**config.mk**
```make
export PLATFORM = sky130hd
export DESIGN_NAME = ifetch_ctrl
export DESIGN_NICKNAME = d
export VERILOG_FILES = /design/src/rtl/ifetch_pkg.sv /design/src/rtl/fetch_queue.sv /design/src/rtl/ifetch_ctrl.sv
export SDC_FILE = /design/constraint.sdc
export NUM_CORES = 1
export LEC_CHECK = 0
export ABC_AREA = 1
export BUFFER_PORTS_ARGS = -buffer_cell sky130_fd_sc_hd__buf_2
export CORE_MARGIN = 5
export CORE_UTILIZATION = 25
export CTS_CLUSTER_DIAMETER = 50
export CTS_CLUSTER_SIZE = 8
export DETAILED_ROUTE_END_ITERATION = 12
export GPL_TIMING_DRIVEN = 0
export SETUP_SLACK_MARGIN = 0.4
export SLEW_MARGIN = 20
export SYNTH_ARGS = -nofsm -noshare
export SYNTH_HDL_FRONTEND = slang
export SYNTH_SLANG_ARGS = --single-unit
```
**constraint.sdc**
```tcl
create_clock -name clock -period 6.3 [get_ports clock]
set_input_delay 0.315 -clock clock [delete_from_list [all_inputs] [get_ports clock]]
set_output_delay 0.315 -clock clock [all_outputs]
set_load 0.03 [all_outputs]
```
**src/rtl/ifetch_pkg.sv**
```systemverilog
// Shared types and constants for the instruction-fetch controller and its queue.
package ifetch_pkg;

    localparam int INST_W = 32;
    localparam int PC_W   = 32;

    localparam logic [INST_W-1:0] NOP = 32'h0000_0000;

    typedef enum logic [1:0] {
        IDLE   = 2'd0,
        RUN    = 2'd1,
        HALTED = 2'd2,
        FAULT  = 2'd3
    } fetch_state_e;

    typedef struct packed {
        logic [PC_W-1:0]   pc;
        logic [INST_W-1:0] inst;
    } fq_entry_t;

    localparam fq_entry_t FQ_EMPTY = '{pc: 32'h0000_0000, inst: NOP};

    // True when a word address lies inside the instruction memory.
    function automatic logic pc_legal(input logic [PC_W-1:0] pc, input int unsigned words);
        return (pc < words);
    endfunction

endpackage

```
**src/rtl/fetch_queue.sv**
```systemverilog
// Two-entry FIFO of {pc, inst} between the fetch stage and ID.
// Entry 0 is always the head, so the head outputs come straight from registers.
module fetch_queue
    import ifetch_pkg::*;
(
    input  logic      clock,
    input  logic      reset_n,
    input  logic      i_flush,
    input  logic      i_push,
    input  fq_entry_t i_push_entry,
    input  logic      i_pop,
    output fq_entry_t o_head,
    output logic      o_head_valid,
    output logic [1:0] o_count
);

    fq_entry_t  r_ent0;
    fq_entry_t  r_ent1;
    logic [1:0] r_count;
    logic       r_valid;

    fq_entry_t  w_ent0_nxt;
    fq_entry_t  w_ent1_nxt;
    logic [1:0] w_count_nxt;
    logic       w_pop;
    logic       w_push;

    // Next-state computation; flush dominates push and pop.
    always_comb begin
        w_ent0_nxt  = r_ent0;
        w_ent1_nxt  = r_ent1;
        w_count_nxt = r_count;
        w_pop       = i_pop && (r_count != 2'd0);
        w_push      = i_push && ((r_count != 2'd2) || w_pop);
        if (i_flush) begin
            w_ent0_nxt  = FQ_EMPTY;
            w_ent1_nxt  = FQ_EMPTY;
            w_count_nxt = 2'd0;
        end else begin
            case ({w_push, w_pop})
                2'b10: begin
                    if (r_count == 2'd0) begin
                        w_ent0_nxt = i_push_entry;
                    end else begin
                        w_ent1_nxt = i_push_entry;
                    end
                    w_count_nxt = r_count + 2'd1;
                end
                2'b01: begin
                    w_ent0_nxt  = r_ent1;
                    w_ent1_nxt  = FQ_EMPTY;
                    w_count_nxt = r_count - 2'd1;
                end
                2'b11: begin
                    if (r_count == 2'd1) begin
                        w_ent0_nxt = i_push_entry;
                    end else begin
                        w_ent0_nxt = r_ent1;
                        w_ent1_nxt = i_push_entry;
                    end
                end
                default: begin
                    w_count_nxt = r_count;
                end
            endcase
        end
    end

    // Queue storage and registered head-valid flag.
    always_ff @(posedge clock) begin
        if (!reset_n) begin
            r_ent0  <= FQ_EMPTY;
            r_ent1  <= FQ_EMPTY;
            r_count <= 2'd0;
            r_valid <= 1'b0;
        end else begin
            r_ent0  <= w_ent0_nxt;
            r_ent1  <= w_ent1_nxt;
            r_count <= w_count_nxt;
            r_valid <= (w_count_nxt != 2'd0);
        end
    end

    assign o_head       = r_ent0;
    assign o_head_valid = r_valid;
    assign o_count      = r_count;

endmodule

```
**src/rtl/ifetch_ctrl.sv**
```systemverilog
// IF-stage controller: owns the PC and fetch FSM, drives MemInstruction
// (boot writes in IDLE, reads in RUN) and feeds ID through fetch_queue.
module ifetch_ctrl
    import ifetch_pkg::*;
#(
    parameter int unsigned MEM_WORDS = 256,
    parameter logic [31:0] RESET_PC  = 32'h0000_0000
) (
    input  logic        clock,
    input  logic        reset_n,
    input  logic        start,
    input  logic        boot_valid,
    input  logic [31:0] boot_addr,
    input  logic [31:0] boot_data,
    output logic [31:0] mem_addr,
    output logic        mem_we,
    output logic [31:0] mem_wdata,
    input  logic [31:0] mem_rdata,
    input  logic        redirect_valid,
    input  logic [31:0] redirect_pc,
    input  logic        halt,
    output logic        inst_valid,
    input  logic        inst_ready,
    output logic [31:0] inst_data,
    output logic [31:0] inst_pc,
    output logic        fault
);

    fetch_state_e r_state;
    fetch_state_e w_state_nxt;
    logic [31:0]  r_pc;
    logic [31:0]  w_pc_nxt;
    logic         r_fault;

    logic         w_push;
    logic         w_flush;
    logic         w_pop;
    logic         w_space;
    logic [1:0]   w_count;
    fq_entry_t    w_head;
    logic         w_head_valid;
    fq_entry_t    w_push_entry;

    assign w_pop        = w_head_valid && inst_ready;
    assign w_space      = (w_count != 2'd2) || w_pop;
    assign w_push_entry = '{pc: r_pc, inst: mem_rdata};

    // Fetch FSM: halt beats redirect, redirect beats the range check and push.
    always_comb begin
        w_state_nxt = r_state;
        w_pc_nxt    = r_pc;
        w_push      = 1'b0;
        w_flush     = 1'b0;
        case (r_state)
            IDLE: begin
                if (start) begin
                    w_state_nxt = RUN;
                    w_pc_nxt    = RESET_PC;
                end else begin
                    w_state_nxt = IDLE;
                end
            end
            RUN: begin
                if (halt) begin
                    w_state_nxt = HALTED;
                    w_flush     = 1'b1;
                end else if (redirect_valid) begin
                    w_flush  = 1'b1;
                    w_pc_nxt = redirect_pc;
                end else if (!pc_legal(r_pc, MEM_WORDS)) begin
                    w_state_nxt = FAULT;
                    w_flush     = 1'b1;
                end else if (w_space) begin
                    w_push   = 1'b1;
                    w_pc_nxt = r_pc + 32'd1;
                end else begin
                    w_pc_nxt = r_pc;
                end
            end
            HALTED: begin
                w_state_nxt = HALTED;
            end
            FAULT: begin
                w_state_nxt = FAULT;
            end
            default: begin
                w_state_nxt = IDLE;
                w_flush     = 1'b1;
            end
        endcase
    end

    // State, PC and sticky fault registers.
    always_ff @(posedge clock) begin
        if (!reset_n) begin
            r_state <= IDLE;
            r_pc    <= RESET_PC;
            r_fault <= 1'b0;
        end else begin
            r_state <= w_state_nxt;
            r_pc    <= w_pc_nxt;
            r_fault <= r_fault || (w_state_nxt == FAULT);
        end
    end

    // Memory port: boot writes while IDLE (never while reset is asserted), PC reads otherwise.
    always_comb begin
        if (r_state == IDLE) begin
            mem_addr  = boot_addr;
            mem_we    = boot_valid && reset_n;
            mem_wdata = boot_data;
        end else begin
            mem_addr  = r_pc;
            mem_we    = 1'b0;
            mem_wdata = NOP;
        end
    end

    fetch_queue u_fetch_queue (
        .clock        (clock),
        .reset_n      (reset_n),
        .i_flush      (w_flush),
        .i_push       (w_push),
        .i_push_entry (w_push_entry),
        .i_pop        (w_pop),
        .o_head       (w_head),
        .o_head_valid (w_head_valid),
        .o_count      (w_count)
    );

    assign inst_valid = w_head_valid;
    assign inst_data  = w_head.inst;
    assign inst_pc    = w_head.pc;
    assign fault      = r_fault;

endmodule

```
---- Yosys cells after proc, flatten, opt, wreduce, memory -nomap -nowiden ----
Index checks and enable logic that the tools add are counted.
W data, S select, Z words.
word-level totals
  output and inout bits ................... 131
  word-level logic and storage cells ...... 78
  register bits after elaboration ......... 166
cells by class
  add/sub/neg operators ................... 3
  $lt $le $gt $ge ......................... 1
  reduce and logical (&&, ||, !) cells .... 17
  muxes and demuxes ....................... 31
  equality and inequality tests ........... 16
  bitwise gates (word level) .............. 1
operator list
  cell                     count
  $pmux W64 S3             2
  $mux W64                 4
  $mux W32                 7
  $pmux W32 S2             1
  $add A32 B1 Y32 const B  1
  $lt A32 B9 Y1 const B    1
  $mux W1                  11
  $eq A2 B2 Y1 const B     5
  $ne A2 B2 Y1 const B     5
  $mux W2                  4
  $pmux W2 S4              1
  $eq A2 B1 Y1 const B     3
  $ne A3 B3 Y1 const B     2
  $reduce_bool A2 Y1       3
  $reduce_and A5 Y1        1
  $logic_and A1 B1 Y1      4
  $logic_not A2 Y1         2
  $pmux W2 S2              1
  $logic_or A1 B1 Y1       3
  $reduce_and A3 Y1        1
  $reduce_bool A3 Y1       1
  $add A2 B1 Y2 const B    1
  $ne A2 B1 Y1 const B     1
  $reduce_and A2 Y1        1
  other kinds (3)          3

---- Logic depth before layout (Yosys ltp) ----
Gate-level depths: netlist of run 1.
  word-level depth ........................ 12
  gate-level depth with buffers ........... 16

---- Modules after synthesis ----
From an unflattened synthesis of run 1, not the netlist that was laid out.
unflattened totals
  cell total of the unflattened synthesis .. 1673
  area total of the unflattened synthesis .. 9755.6 sq um
by module, submodules not included
  module       instances  cells an instance  area an instance (sq um)
  fetch_queue  1          1004               6301.0
  ifetch_ctrl  1          669                3454.6

---- Worst setup path after synthesis of run 1 ----
No wires, ideal clock.
  path kind ............................... register to register
  start point ............................. reg u_fetch_queue.r_count[0] (netlist: u_fetch_queue.o_count[0])
  end point ............................... reg u_fetch_queue.r_ent1[31] (netlist name)
  buffers on the path ..................... 3
  required time ........................... 6.181 ns
  data arrival time ....................... 2.371 ns
  cell stages (with the launch flop) ...... 13
  setup slack ............................. 3.810 ns
  path through ............................ dfxtp_1 inv_1 ha_1 nor2_1 inv_1 buf_4 ha_1 a211oi_1 buf_2 clkbuf_1 o21ai_0 o21ai_0 nor2_2
between the ends
  longest elaborated chain between the ends .. 11
  elaborated cells on any way between the ends .. 21
ends and longest elaborated chain
  what                                                                        line                                  RTL
  start: declaration                                                          fetch_queue.sv:19                     logic [1:0] r_count;
  start signal: assignment                                                    fetch_queue.sv:79                     r_count <= w_count_nxt;
  $ne A2 B2 Y1                                                                fetch_queue.sv:34, ifetch_ctrl.sv:45
  $logic_or A1 B1 Y1                                                          ifetch_ctrl.sv:45                     assign w_space = (w_count != 2'd2) || w_pop;
  $mux W1                                                                     ifetch_ctrl.sv:73                     end else if (w_space) begin
  $mux W1                                                                     ifetch_ctrl.sv:70                     end else if (!pc_legal(r_pc, MEM_WORDS)) begin
  $mux W1                                                                     ifetch_ctrl.sv:67                     end else if (redirect_valid) begin
  $mux W1                                                                     ifetch_ctrl.sv:64                     if (halt) begin
  $mux W1                                                                     ifetch_ctrl.sv:54                     case (r_state)
  $logic_and A1 B1 Y1                                                         fetch_queue.sv:34                     w_push = i_push && ((r_count != 2'd2) || w_pop);
  $eq A2 B2 Y1 / $eq A2 B1 Y1 (equally long branches)                         fetch_queue.sv:40                     case ({w_push, w_pop})
  $ne A2 B2 Y1 (no source line) / $reduce_bool A3 Y1 (equally long branches)  n/a
  $reduce_and A3 Y1 (no source line)                                          n/a
  end signal: assignment                                                      fetch_queue.sv:78                     r_ent1 <= w_ent1_nxt;
  end: declaration                                                            fetch_queue.sv:18                     fq_entry_t r_ent1;
Several ways; a longest one is shown, not always the timed one.
A chain may end at the register's enable or synchronous reset.

---- Worst setup path in the final report of run 1 ----
  start point ............................. reg u_fetch_queue.r_count[0] (netlist: u_fetch_queue.o_count[0])
  end point ............................... reg u_fetch_queue.r_ent0, in the netlist u_fetch_queue.o_head[41]
between the ends
  longest elaborated chain between the ends .. 11
  elaborated cells on any way between the ends .. 21
ends and longest elaborated chain
  what                                                                        line                                  RTL
  $ne A2 B2 Y1                                                                fetch_queue.sv:34, ifetch_ctrl.sv:45
  $logic_or A1 B1 Y1                                                          ifetch_ctrl.sv:45
  $mux W1                                                                     ifetch_ctrl.sv:73
  $mux W1                                                                     ifetch_ctrl.sv:70
  $mux W1                                                                     ifetch_ctrl.sv:67
  $mux W1                                                                     ifetch_ctrl.sv:64
  $mux W1                                                                     ifetch_ctrl.sv:54
  $logic_and A1 B1 Y1                                                         fetch_queue.sv:34
  $eq A2 B2 Y1 / $eq A2 B1 Y1 (equally long branches)                         fetch_queue.sv:40
  $ne A2 B1 Y1 (no source line) / $reduce_bool A3 Y1 (equally long branches)  n/a
  $reduce_and A2 Y1 (no source line)                                          n/a
  end signal: assignment                                                      fetch_queue.sv:77                     r_ent0 <= w_ent0_nxt;
  end: declaration                                                            fetch_queue.sv:17                     fq_entry_t r_ent0;
Several ways; a longest one is shown, not always the timed one.

==> impl.org, run 1 <==
** Status
- The run finished with clean final reports.

** Final layout
- Final #Nets :: 1827
- In the layout the commonest cells are sky130_fd_sc_hd__nor2_1 (289), sky130_fd_sc_hd__buf_2 (275), sky130_fd_sc_hd__nand2_1 (240), sky130_fd_sc_hd__inv_1 (181), sky130_fd_sc_hd__o21ai_0 (175).
- Leading cell type in the layout, fill and taps excluded :: sky130_fd_sc_hd__nor2_1
- Area Growth Syn to Fin :: 27.4%
- Number of inserted diodes :: 0
- In the final layout, the share of cells above drive strength 1 is 0.215.

** Critical path
- Worst Setup End Kind :: flip-flop
- Largest stage delay on the critical path :: 0.65 ns
- Startpoint Class :: flip-flop
- Data on the critical path arrives at its endpoint at 3.59 ns.
- The critical path crosses 12 cells after its start point.
- Worst setup path startpoint :: u_fetch_queue.o_count[0]$_SDFF_PN0_
- Crit Path Category :: flip-flop to flip-flop
- Worst path cell trace :: inv_1, ha_1, nor2_1, nor2_1, inv_1, nand3_1, ha_1, o21ai_2, clkbuf_1, o22ai_1, nor2_1, nor2_1
- Worst Reg2Reg Path Length in Cells :: 12
- Dominant delay contributor by cell family on the critical path :: simple AND/OR/NAND/NOR gates
- Together, buffers and inverters on the worst path number 3.
- Critical path fanouts, max :: 10
- Slowest-stage cell, CP :: sky130_fd_sc_hd__o21ai_2
- Crit Reg-Reg Startpoint :: u_fetch_queue.o_count[0]$_SDFF_PN0_
- For the worst setup path, the data required time is 6.62 ns.
- In this design, the critical path's most frequently occurring cell is sky130_fd_sc_hd__nor2_1.

** Clocking
- Counting the buffers created by CTS gives 17.
- Clock Pin Slew Worst Setup and Hold Paths :: 0.07 ns
- In this run, post-CTS hold repair placed 0 buffers.
- Post-CTS timing repair inserted 0 buffers for setup.
- In this run the deepest clock path goes through 2 buffers.
- # H-tree levels :: 4
- CTS placed an instance of sky130_fd_sc_hd__clkbuf_16 at the clock tree root.
- Clock Sink Count :: 166
- TritonCTS built the clock tree.
- Quantity of gates resized following cts :: 0
- Source-to-sink clock delay at the later pin of the worst-skew pair :: 0.43 ns

** Power
- In this run the power density over the cells is 239 nW/um2.
- Clock network fraction of total power :: 0.380
- The design draws 2.77 mW.
- Switch Pwr :: 0.919 mW
- The share of total power dissipated in combinational logic is 0.218.
- Static leakage :: 5.38 nW
- Of the total power, the share spent switching nets is 0.332.
- Sequential share of power :: 0.402
- Maximum vdd drop :: 0.134 mV
- The internal portion of the total power is 1.85 mW.

** Run
- The tool flagged a number of max-cap violations equal to 0.

** Hold path
- Hold Path Origin :: start
- Classification of the worst-slack hold path :: input port to flip-flop
- Hold path cells :: 3

** Floorplan
- The die is 201 um wide.
- Initial Util :: 0.251
- Boundary Pins :: 266
- In this run the vertical extent of the chip is 201 um.
- Number of standard-cell rows in the floorplan :: 70
- The core region is 36300 um2.
- Die footprint :: 40400 um2

** Timing
- Setup violations remaining at the end of the flow were counted as 0.
- The final-report hold violation count is 0.
- Of the available clock period, the critical path in the final layout requires 0.519.
- Max Clock Skew :: 0.0160 ns
- Static timing analysis puts the maximum clock frequency at 306 MHz.
- Setup total negative slack on the finished layout was measured at 0 ns.
- At the pin with the least slew margin, the transition time is 0.953 ns.
- Worst max-slew margin expressed relative to the limit :: 0.365
- The number of max-slew violations in the final report was 0.
- Unrepaired setup endpoints after global routing :: no
- The clock period could shrink to 3.27 ns.

** Synth
- Cell area after technology mapping :: 9110 um2
- After synthesis the netlist holds a flip-flop and latch count of 166.
- Yosys mapped the design onto 36 distinct sky130hd cell types.
- Average cell area after synthesis :: 6.51 um2
- During synthesis, Yosys emitted a total of 0 warnings.
- The cell count after synthesis came out at 1399.
- Number of nets produced by synthesis :: 1543
- Sequential share of the synthesized area :: 0.365

** Global routing
- The number of antenna violations at the first check in global routing was 3.
- The first global-routing pass estimated 52.4 mm of wire.
- After global routing the overflow that remains totals 0.
- Entering global routing, the biggest net connects 17 pins.
- Vias in the first global route :: 9578
- In the global route stage, overall resource usage came out at 0.162.

** Detailed routing
- The final route contains 9909 vias.
- DRC Markers :: 0
- Detailed-route wire length per cell :: 15.6 um
- Count of antenna-violating nets left after detailed routing :: 0
- Detailed-router iteration count before antenna repair :: 5
- After the first detailed-routing iteration, the DRC count stood at 617.
- Drt via density :: 4.58
- Summed over all layers, the routed wires come to 33.7 mm.

** Placed design
- Port Buffer Count :: 265
- At the end of routability-driven placement, the weighted congestion stood at 0.896.
- Dpl hpwl :: 26.3 mm
cell type report:
| type | count | area, um2 |
|---|---|---|
| Fill cell | 4045 | 24700 |
| Multi-Input combinational cell | 960 | 4580 |
| Sequential cell | 166 | 3320 |
| Timing Repair Buffer | 265 | 1330 |
| Inverter | 184 | 696 |
| Tap cell | 468 | 586 |
| Buffer | 89 | 519 |
| Clock buffer | 19 | 443 |
| Clock inverter | 13 | 136 |
per-stage QoR:
stage	worst slack [ns]	utilization	hold WS, ns	cell area, um2	std cells
after CTS	3.06	0.320	0.204	11600	2164
after detailed placement	3.06	0.304	0.465	11000	2132
final	3.03	0.320	0.216	11600	2164
after floorplan	3.81	-	0.438	9110	1399
after global routing	2.79	0.320	0.227	11600	2164
after global placement	2.81	0.304	0.458	11000	2132
state kept, by name (all words and copies together), names as in the netlist:
register                    flops
r_pc                           32
u_fetch_queue.r_ent1           64
u_fetch_queue.o_head           64
fault                           1
u_fetch_queue.o_count           2
u_fetch_queue.o_head_valid      1
r_state                         2
path summary, 6_finish.rpt:
path	endpoint	slack [ns]
max reg2reg	u_fetch_queue.o_head[41]$_SDFFE_PP0P_	3.03
max	u_fetch_queue.o_head[41]$_SDFFE_PP0P_	3.03
min	r_state[0]$_SDFF_PN0_	0.22
min reg2reg	fault$_SDFF_PN0_	0.49
synth_stat cells:
library cell	number	area [um2]
sky130_fd_sc_hd__nand3b_1	64	480
sky130_fd_sc_hd__nand4_2	1	12.5
sky130_fd_sc_hd__nand3_2	1	10.0
sky130_fd_sc_hd__mux2i_1	1	10.0
sky130_fd_sc_hd__o211ai_1	1	7.51
sky130_fd_sc_hd__o21ai_1	4	20.0
sky130_fd_sc_hd__buf_4	5	37.5
sky130_fd_sc_hd__o21ai_2	1	8.76
sky130_fd_sc_hd__xor2_1	5	43.8
sky130_fd_sc_hd__buf_1	5	18.8
sky130_fd_sc_hd__o22ai_1	65	407
sky130_fd_sc_hd__o21ai_0	175	876
sky130_fd_sc_hd__dfxtp_1	166	3320
sky130_fd_sc_hd__clkbuf_1	51	191
sky130_fd_sc_hd__a311oi_1	1	8.76
sky130_fd_sc_hd__nand2_4	1	11.3
sky130_fd_sc_hd__buf_6	13	146
sky130_fd_sc_hd__nand4_1	3	18.8
sky130_fd_sc_hd__inv_2	2	7.51
sky130_fd_sc_hd__inv_1	181	679
sky130_fd_sc_hd__nand4_4	1	21.3
sky130_fd_sc_hd__buf_8	5	75.1
sky130_fd_sc_hd__nand3_1	24	120
sky130_fd_sc_hd__nor2_1	289	1080
sky130_fd_sc_hd__nand2_2	4	25.0
sky130_fd_sc_hd__nor3_1	9	45.0
sky130_fd_sc_hd__nor2_4	2	22.5
sky130_fd_sc_hd__and2_1	1	6.26
sky130_fd_sc_hd__or2_2	11	68.8
sky130_fd_sc_hd__nand2_1	240	901
sky130_fd_sc_hd__buf_2	10	50.1
sky130_fd_sc_hd__a211oi_1	1	7.51
sky130_fd_sc_hd__inv_6	1	8.76
sky130_fd_sc_hd__ha_1	9	113
sky130_fd_sc_hd__a21oi_1	36	180
sky130_fd_sc_hd__nor2_2	10	62.6
metal layers:
metal / global-route usage / share of wire
met1: 0.201 / 0.45
met2: 0.279 / 0.47
met3: 0.0373 / 0.053
met4: 0.0497 / 0.025
met5: 0 / 0.0014
tightest hold or removal path: stages:
cell and delay, ns:
sky130_fd_sc_hd__buf_2 0.10, sky130_fd_sc_hd__nand2_1 0.10, sky130_fd_sc_hd__a21oi_1 0.08
kinds of logic (layout without fill, tap and decap cells):
| kind of cell | after synthesis | after routing | synth area share |
|---|---|---|---|
| muxes | 1 | 1 | 0.00110 |
| AOI/OAI and AO/OA | 284 | 284 | 0.166 |
| buffers and inverters | 273 | 570 | 0.133 |
| DFF | 166 | 166 | 0.365 |
| xor gates and xnor gates | 5 | 5 | 0.00481 |
| adders and majority gates | 9 | 9 | 0.0124 |
| and+or+nand+nor | 661 | 661 | 0.317 |
power groups by stage:
| stage | clock network [mW] | registers, mW | logic (mW) |
|---|---|---|---|
| 5_1_grt | 1.12 | 1.12 | 0.665 |
| 4_1_cts | 1.08 | 1.11 | 0.610 |
| 3_3_place_gp | 0 | 1.14 | 0.603 |
| 3_5_place_dp | 0 | 1.14 | 0.607 |
| 2_1_floorplan | 0 | 1.16 | 0.370 |
| 6_report | 1.05 | 1.11 | 0.603 |
(Power assumes the default switching activity.)
==> run 2, diff against run 1 <==
--- a/config.mk
+++ b/config.mk
@@ -5,7 +5,7 @@
 export SDC_FILE = /design/constraint.sdc
 export NUM_CORES = 1
 export LEC_CHECK = 0
-export ABC_AREA = 1
+export ABC_AREA = 0
 export BUFFER_PORTS_ARGS = -buffer_cell sky130_fd_sc_hd__buf_2
 export CORE_MARGIN = 5
 export CORE_UTILIZATION = 25
==> constraint.sdc (replaced) <==
create_clock -name clock -period 3.3 [get_ports clock]
set_input_delay 0.165 -clock clock [delete_from_list [all_inputs] [get_ports clock]]
set_output_delay 0.165 -clock clock [all_outputs]
set_load 0.03 [all_outputs]
==> impl.org, run 2 <==
** Timing
- The worst slew margin relative to its limit was 0.337 (was 0.365).
- Max Clock Skew :: 0.0151 ns (was 0.0160 ns)
- Number of max-slew violations in the final report :: 0 (unchanged)
- Transition time of the tightest slew-check pin :: 0.986 ns (was 0.953 ns)
- The count of final setup violators came to 0 (unchanged).
- Unrepaired setup endpoints after global routing: yes (was no).
- Dividing the final minimum period by the clock period gives 0.832.
- The post-route worst setup slack is 0.556 ns (was 3.03 ns).
- Hold Vio Cnt, Final :: 0 (unchanged)
- The final total negative setup slack was 0 ns (unchanged).
- Achievable frequency :: 364 MHz
- Crit path time final :: 2.74 ns

** Detailed routing
- The via count was 8219 (was 9909).
- Count of antenna-violating nets left after detailed routing :: 0 (unchanged)
- Detailed-router iteration count before antenna repair :: 5 (unchanged)
- The DRC violation total after the first TritonRoute iteration came to 604 (was 617).
- Total wirelength of the detailed-routed design :: 30.7 mm (was 33.7 mm)
- The detail-routed via count per cell came to 5.08 (was 4.58).
- DRC Markers :: 0 (unchanged)
- Detailed-route wire length per cell :: 19.0 um (was 15.6 um)

** Floorplan
- Number of standard-cell rows in the floorplan :: 65 (was 70)
- Die width :: 188 um (was 201 um)
- The area of the core region came to 31500 um2 (was 36300 um2).
- The starting utilization of the core area was 0.253 (was 0.251).
- The overall die height was 188 um (was 201 um).
- Boundary Pins :: 266 (unchanged)
- The floorplan die area was 35500 um2 (was 40400 um2).

** Synth
- Biggest area contributors in the synthesized netlist: sky130_fd_sc_hd__dfxtp_1 (42%), sky130_fd_sc_hd__a22oi_1 (6.1%), sky130_fd_sc_hd__nor3b_1 (5.9%) (was sky130_fd_sc_hd__dfxtp_1 (36%), sky130_fd_sc_hd__nor2_1 (12%), sky130_fd_sc_hd__nand2_1 (9.9%)).
- Number of distinct library cells after synthesis :: 53 (was 36)
- The post-synthesis cell area was 7950 um2 (was 9110 um2).
- Flops & latches, synth :: 166 (unchanged)
- Average cell area after synthesis :: 8.80 um2 (was 6.51 um2)
- Commonest cells in the netlist :: sky130_fd_sc_hd__dfxtp_1 (166), sky130_fd_sc_hd__a21oi_1 (75), sky130_fd_sc_hd__nor3_1 (72), sky130_fd_sc_hd__nor2_1 (71), sky130_fd_sc_hd__clkbuf_1 (67) (was sky130_fd_sc_hd__nor2_1 (289), sky130_fd_sc_hd__nand2_1 (240), sky130_fd_sc_hd__inv_1 (181), sky130_fd_sc_hd__o21ai_0 (175), sky130_fd_sc_hd__dfxtp_1 (166))
- The biggest area consumer among synthesized cells is sky130_fd_sc_hd__dfxtp_1 (unchanged).
- Sequential share of the synthesized area :: 0.418 (was 0.365)
- The most frequent cell after synthesis was sky130_fd_sc_hd__dfxtp_1 (was sky130_fd_sc_hd__nor2_1).
- Synthesized netlist cell count :: 903 (was 1399)
- FFs w/ async S/R, synth :: 0 (unchanged)
- The primary flip-flop cell chosen by synthesis mapping is sky130_fd_sc_hd__dfxtp_1 (unchanged).
- The post-synthesis net count is 1047 (was 1543).
- Number of flops mapped to enable cells by yosys :: 0 (unchanged)
- Ys Warns :: 0 (unchanged)
- The area share of the leading cell type in the synthesized netlist is 0.418 (was 0.365).

** Critical path
- The largest fanout on the critical path was 10 (unchanged).
- The type of element launching the critical path is a flip-flop (unchanged).
- CP required :: 3.13 ns (was 6.62 ns)
- Crit Path Category :: flip-flop to output port (was flip-flop to flip-flop)
- The critical path endpoint category was an output port (was flip-flop).
- The worst setup slack for register-to-register paths was 0.56 ns (was 3.03 ns).
- The critical path data arrival time came to 2.58 ns (was 3.59 ns).

** Clocking
- The clock transition time at the flip-flop clock pins of the worst setup and hold paths came to 0.07 ns (about the same).
- Source-to-sink clock delay at the later pin of the worst-skew pair :: 0.43 ns (about the same)
- TritonCTS buffer count :: 17 (unchanged)
- Bufs on Longest Clock Path :: 2 (unchanged)
- The H-tree depth was 4 (unchanged).
- Clock Sink Count :: 166 (unchanged)
- Clock tree from TritonCTS :: done (unchanged)
- Master cell of the clock root buffer :: sky130_fd_sc_hd__clkbuf_16 (unchanged)

** Global routing
- All-Layer GR Usage :: 0.166 (was 0.162)
- Pin count of the biggest net entering global routing :: 17 (unchanged)
- Met2 routing resource usage after global routing :: 0.276 (was 0.279)
- Vias in the first global route :: 8072 (was 9578)
- The routing usage on met1 was 0.219 (was 0.201).
- The global-route wire length before repair is 46.9 mm (was 52.4 mm).
- The number of antenna violations at the first check in global routing was 3 (unchanged).
- Met3 layer usage reported by global route :: 0.0400 (was 0.0373)
- The layer with the highest usage after global routing is met2 (unchanged).
- The global route total overflow is 0 (unchanged).

** Final layout
- Fraction of final layout cells with drive strength greater than 1 :: 0.347 (was 0.215)
- The final standard cell utilization of the core is 0.341 (was 0.320).
- Commonest non-fill, non-tap cells in the layout: sky130_fd_sc_hd__buf_2 (282), sky130_fd_sc_hd__dfxtp_1 (165), sky130_fd_sc_hd__a21oi_1 (75), sky130_fd_sc_hd__nor3_1 (72), sky130_fd_sc_hd__nor2_1 (70) (was sky130_fd_sc_hd__nor2_1 (289), sky130_fd_sc_hd__buf_2 (275), sky130_fd_sc_hd__nand2_1 (240), sky130_fd_sc_hd__inv_1 (181), sky130_fd_sc_hd__o21ai_0 (175)).
- Leading cell type in the layout, fill and taps excluded :: sky130_fd_sc_hd__buf_2 (was sky130_fd_sc_hd__nor2_1)
- Area Growth Syn to Fin :: 35.1% (was 27.4%)
- Final #Nets :: 1347 (was 1827)

** Status
- Status: completed (unchanged).

** Power
- Power density over cell area :: 495 nW/um2 (was 239 nW/um2)
- Static leakage :: 4.22 nW (was 5.38 nW)
- Maximum vdd drop :: 0.368 mV (was 0.134 mV)

** Placed design
- Port Buffer Count :: 264 (was 265)
- The final estimated routing congestion in global placement came to 0.831 (was 0.896).
- The HPWL reported at the end of detailed placement came to 22.8 mm (was 26.3 mm).
- Pre-CTS setup slack :: -0.474 ns (was 3.06 ns)

** Run
- Max cap viols :: 0 (unchanged)

** Hold path
- Classification of the worst-slack hold path :: input port to flip-flop (unchanged)
[run 2: cell count changes after synthesis, moves of 45 or more]
cell | before | now
sky130_fd_sc_hd__o22ai_1 | 65 | 0
sky130_fd_sc_hd__nor3_1 | 9 | 72
sky130_fd_sc_hd__o21ai_0 | 175 | 18
sky130_fd_sc_hd__nor2_1 | 289 | 71
sky130_fd_sc_hd__nand3b_1 | 64 | 1
sky130_fd_sc_hd__a211oi_1 | 1 | 46
sky130_fd_sc_hd__nor3b_1 | 0 | 62
sky130_fd_sc_hd__nand2_1 | 240 | 38
sky130_fd_sc_hd__a22oi_1 | 0 | 65
sky130_fd_sc_hd__inv_1 | 181 | 13
[run 2: final timing paths]
kind / startpoint / to / depth (start not counted)
setup / recovery: r_state[1]$_SDFF_PN0_ / mem_addr[29] / 5
hold / removal: redirect_pc[0] / r_pc[0]$_SDFFE_PN0P_ / 3
setup reg to reg: r_pc[20]$_SDFFE_PN0P_ / u_fetch_queue.r_ent1[47]$_SDFFE_PP0P_ / 10
hold reg to reg: u_fetch_queue.r_ent1[42]$_SDFFE_PP0P_ / u_fetch_queue.r_ent1[42]$_SDFFE_PP0P_ / 2
[run 2: layout make-up]
type,count,area (um2)
fill,3269,20700
clock inverter,12,201
inverter,13,48.8
sequential,166,3320
multi-input combinational,636,4270
tap,402,503
timing repair buffer,281,1500
antenna,1,2.50
buffer,88,450
clock buffer,19,433
[run 2: logic make-up (layout without fill, tap and decap cells)]
family / count (synthesis) / in the layout / synth area share
AND/OR/NAND/NOR: 322 / 322 / 0.220
flip-flops: 166 / 166 / 0.418
buffers and inverters: 101 / 413 / 0.0531
other: 0 / 1 / 0
adder cells (fa/ha/maj): 9 / 9 / 0.0142
AO/OA/AOI/OAI: 273 / 273 / 0.250
multiplexers: 31 / 31 / 0.0436
XOR/XNOR: 1 / 1 / 0.00110
[run 2: report_power, final]
| part | switching (mW) | internal, mW |
|---|---|---|
| combinational | 0.646 | 0.351 |
| sequential | 0.0511 | 2.05 |
| clock | 0.862 | 1.35 |
| total | 1.56 | 3.75 |
[run 2: layer usage]
layer	wire [um]	vias up	part of all wire
met4	437	4	0.014
met5	26	-	0.00085
met3	2280	38	0.074
met2	14500	321	0.47
met1	13500	3903	0.44
li1	-	3953	-
[run 2: stage by stage]
stage	instance area, um2	instances	hold slack, ns	power [mW]
6_report	10700	1618	0.0264	5.31
5_1_grt	10700	1618	0.0311	5.50
4_1_cts	10700	1617	0.00444	5.34
3_5_place_dp	9770	1569	0.380	3.12
3_3_place_gp	9770	1569	0.381	3.11
2_1_floorplan	7950	903	0.283	2.77
[run 2: repair_timing]
action | in CTS | in global routing
hold endpoints to repair | 14 | 0
gates resized for setup | 44 | 40
setup buffers | 3 | 0
setup endpoints to repair | 128 | 126
hold buffers | 14 | 0
pin swaps | 2 | 0
[run 2: critical path, stage by stage, from the launching register on]
cell and delay [ns]:
sky130_fd_sc_hd__dfxtp_1 0.30, sky130_fd_sc_hd__clkbuf_1 0.18, sky130_fd_sc_hd__nor2_1 0.40, sky130_fd_sc_hd__clkbuf_1 0.64, sky130_fd_sc_hd__mux2_2 0.44, sky130_fd_sc_hd__buf_2 0.18
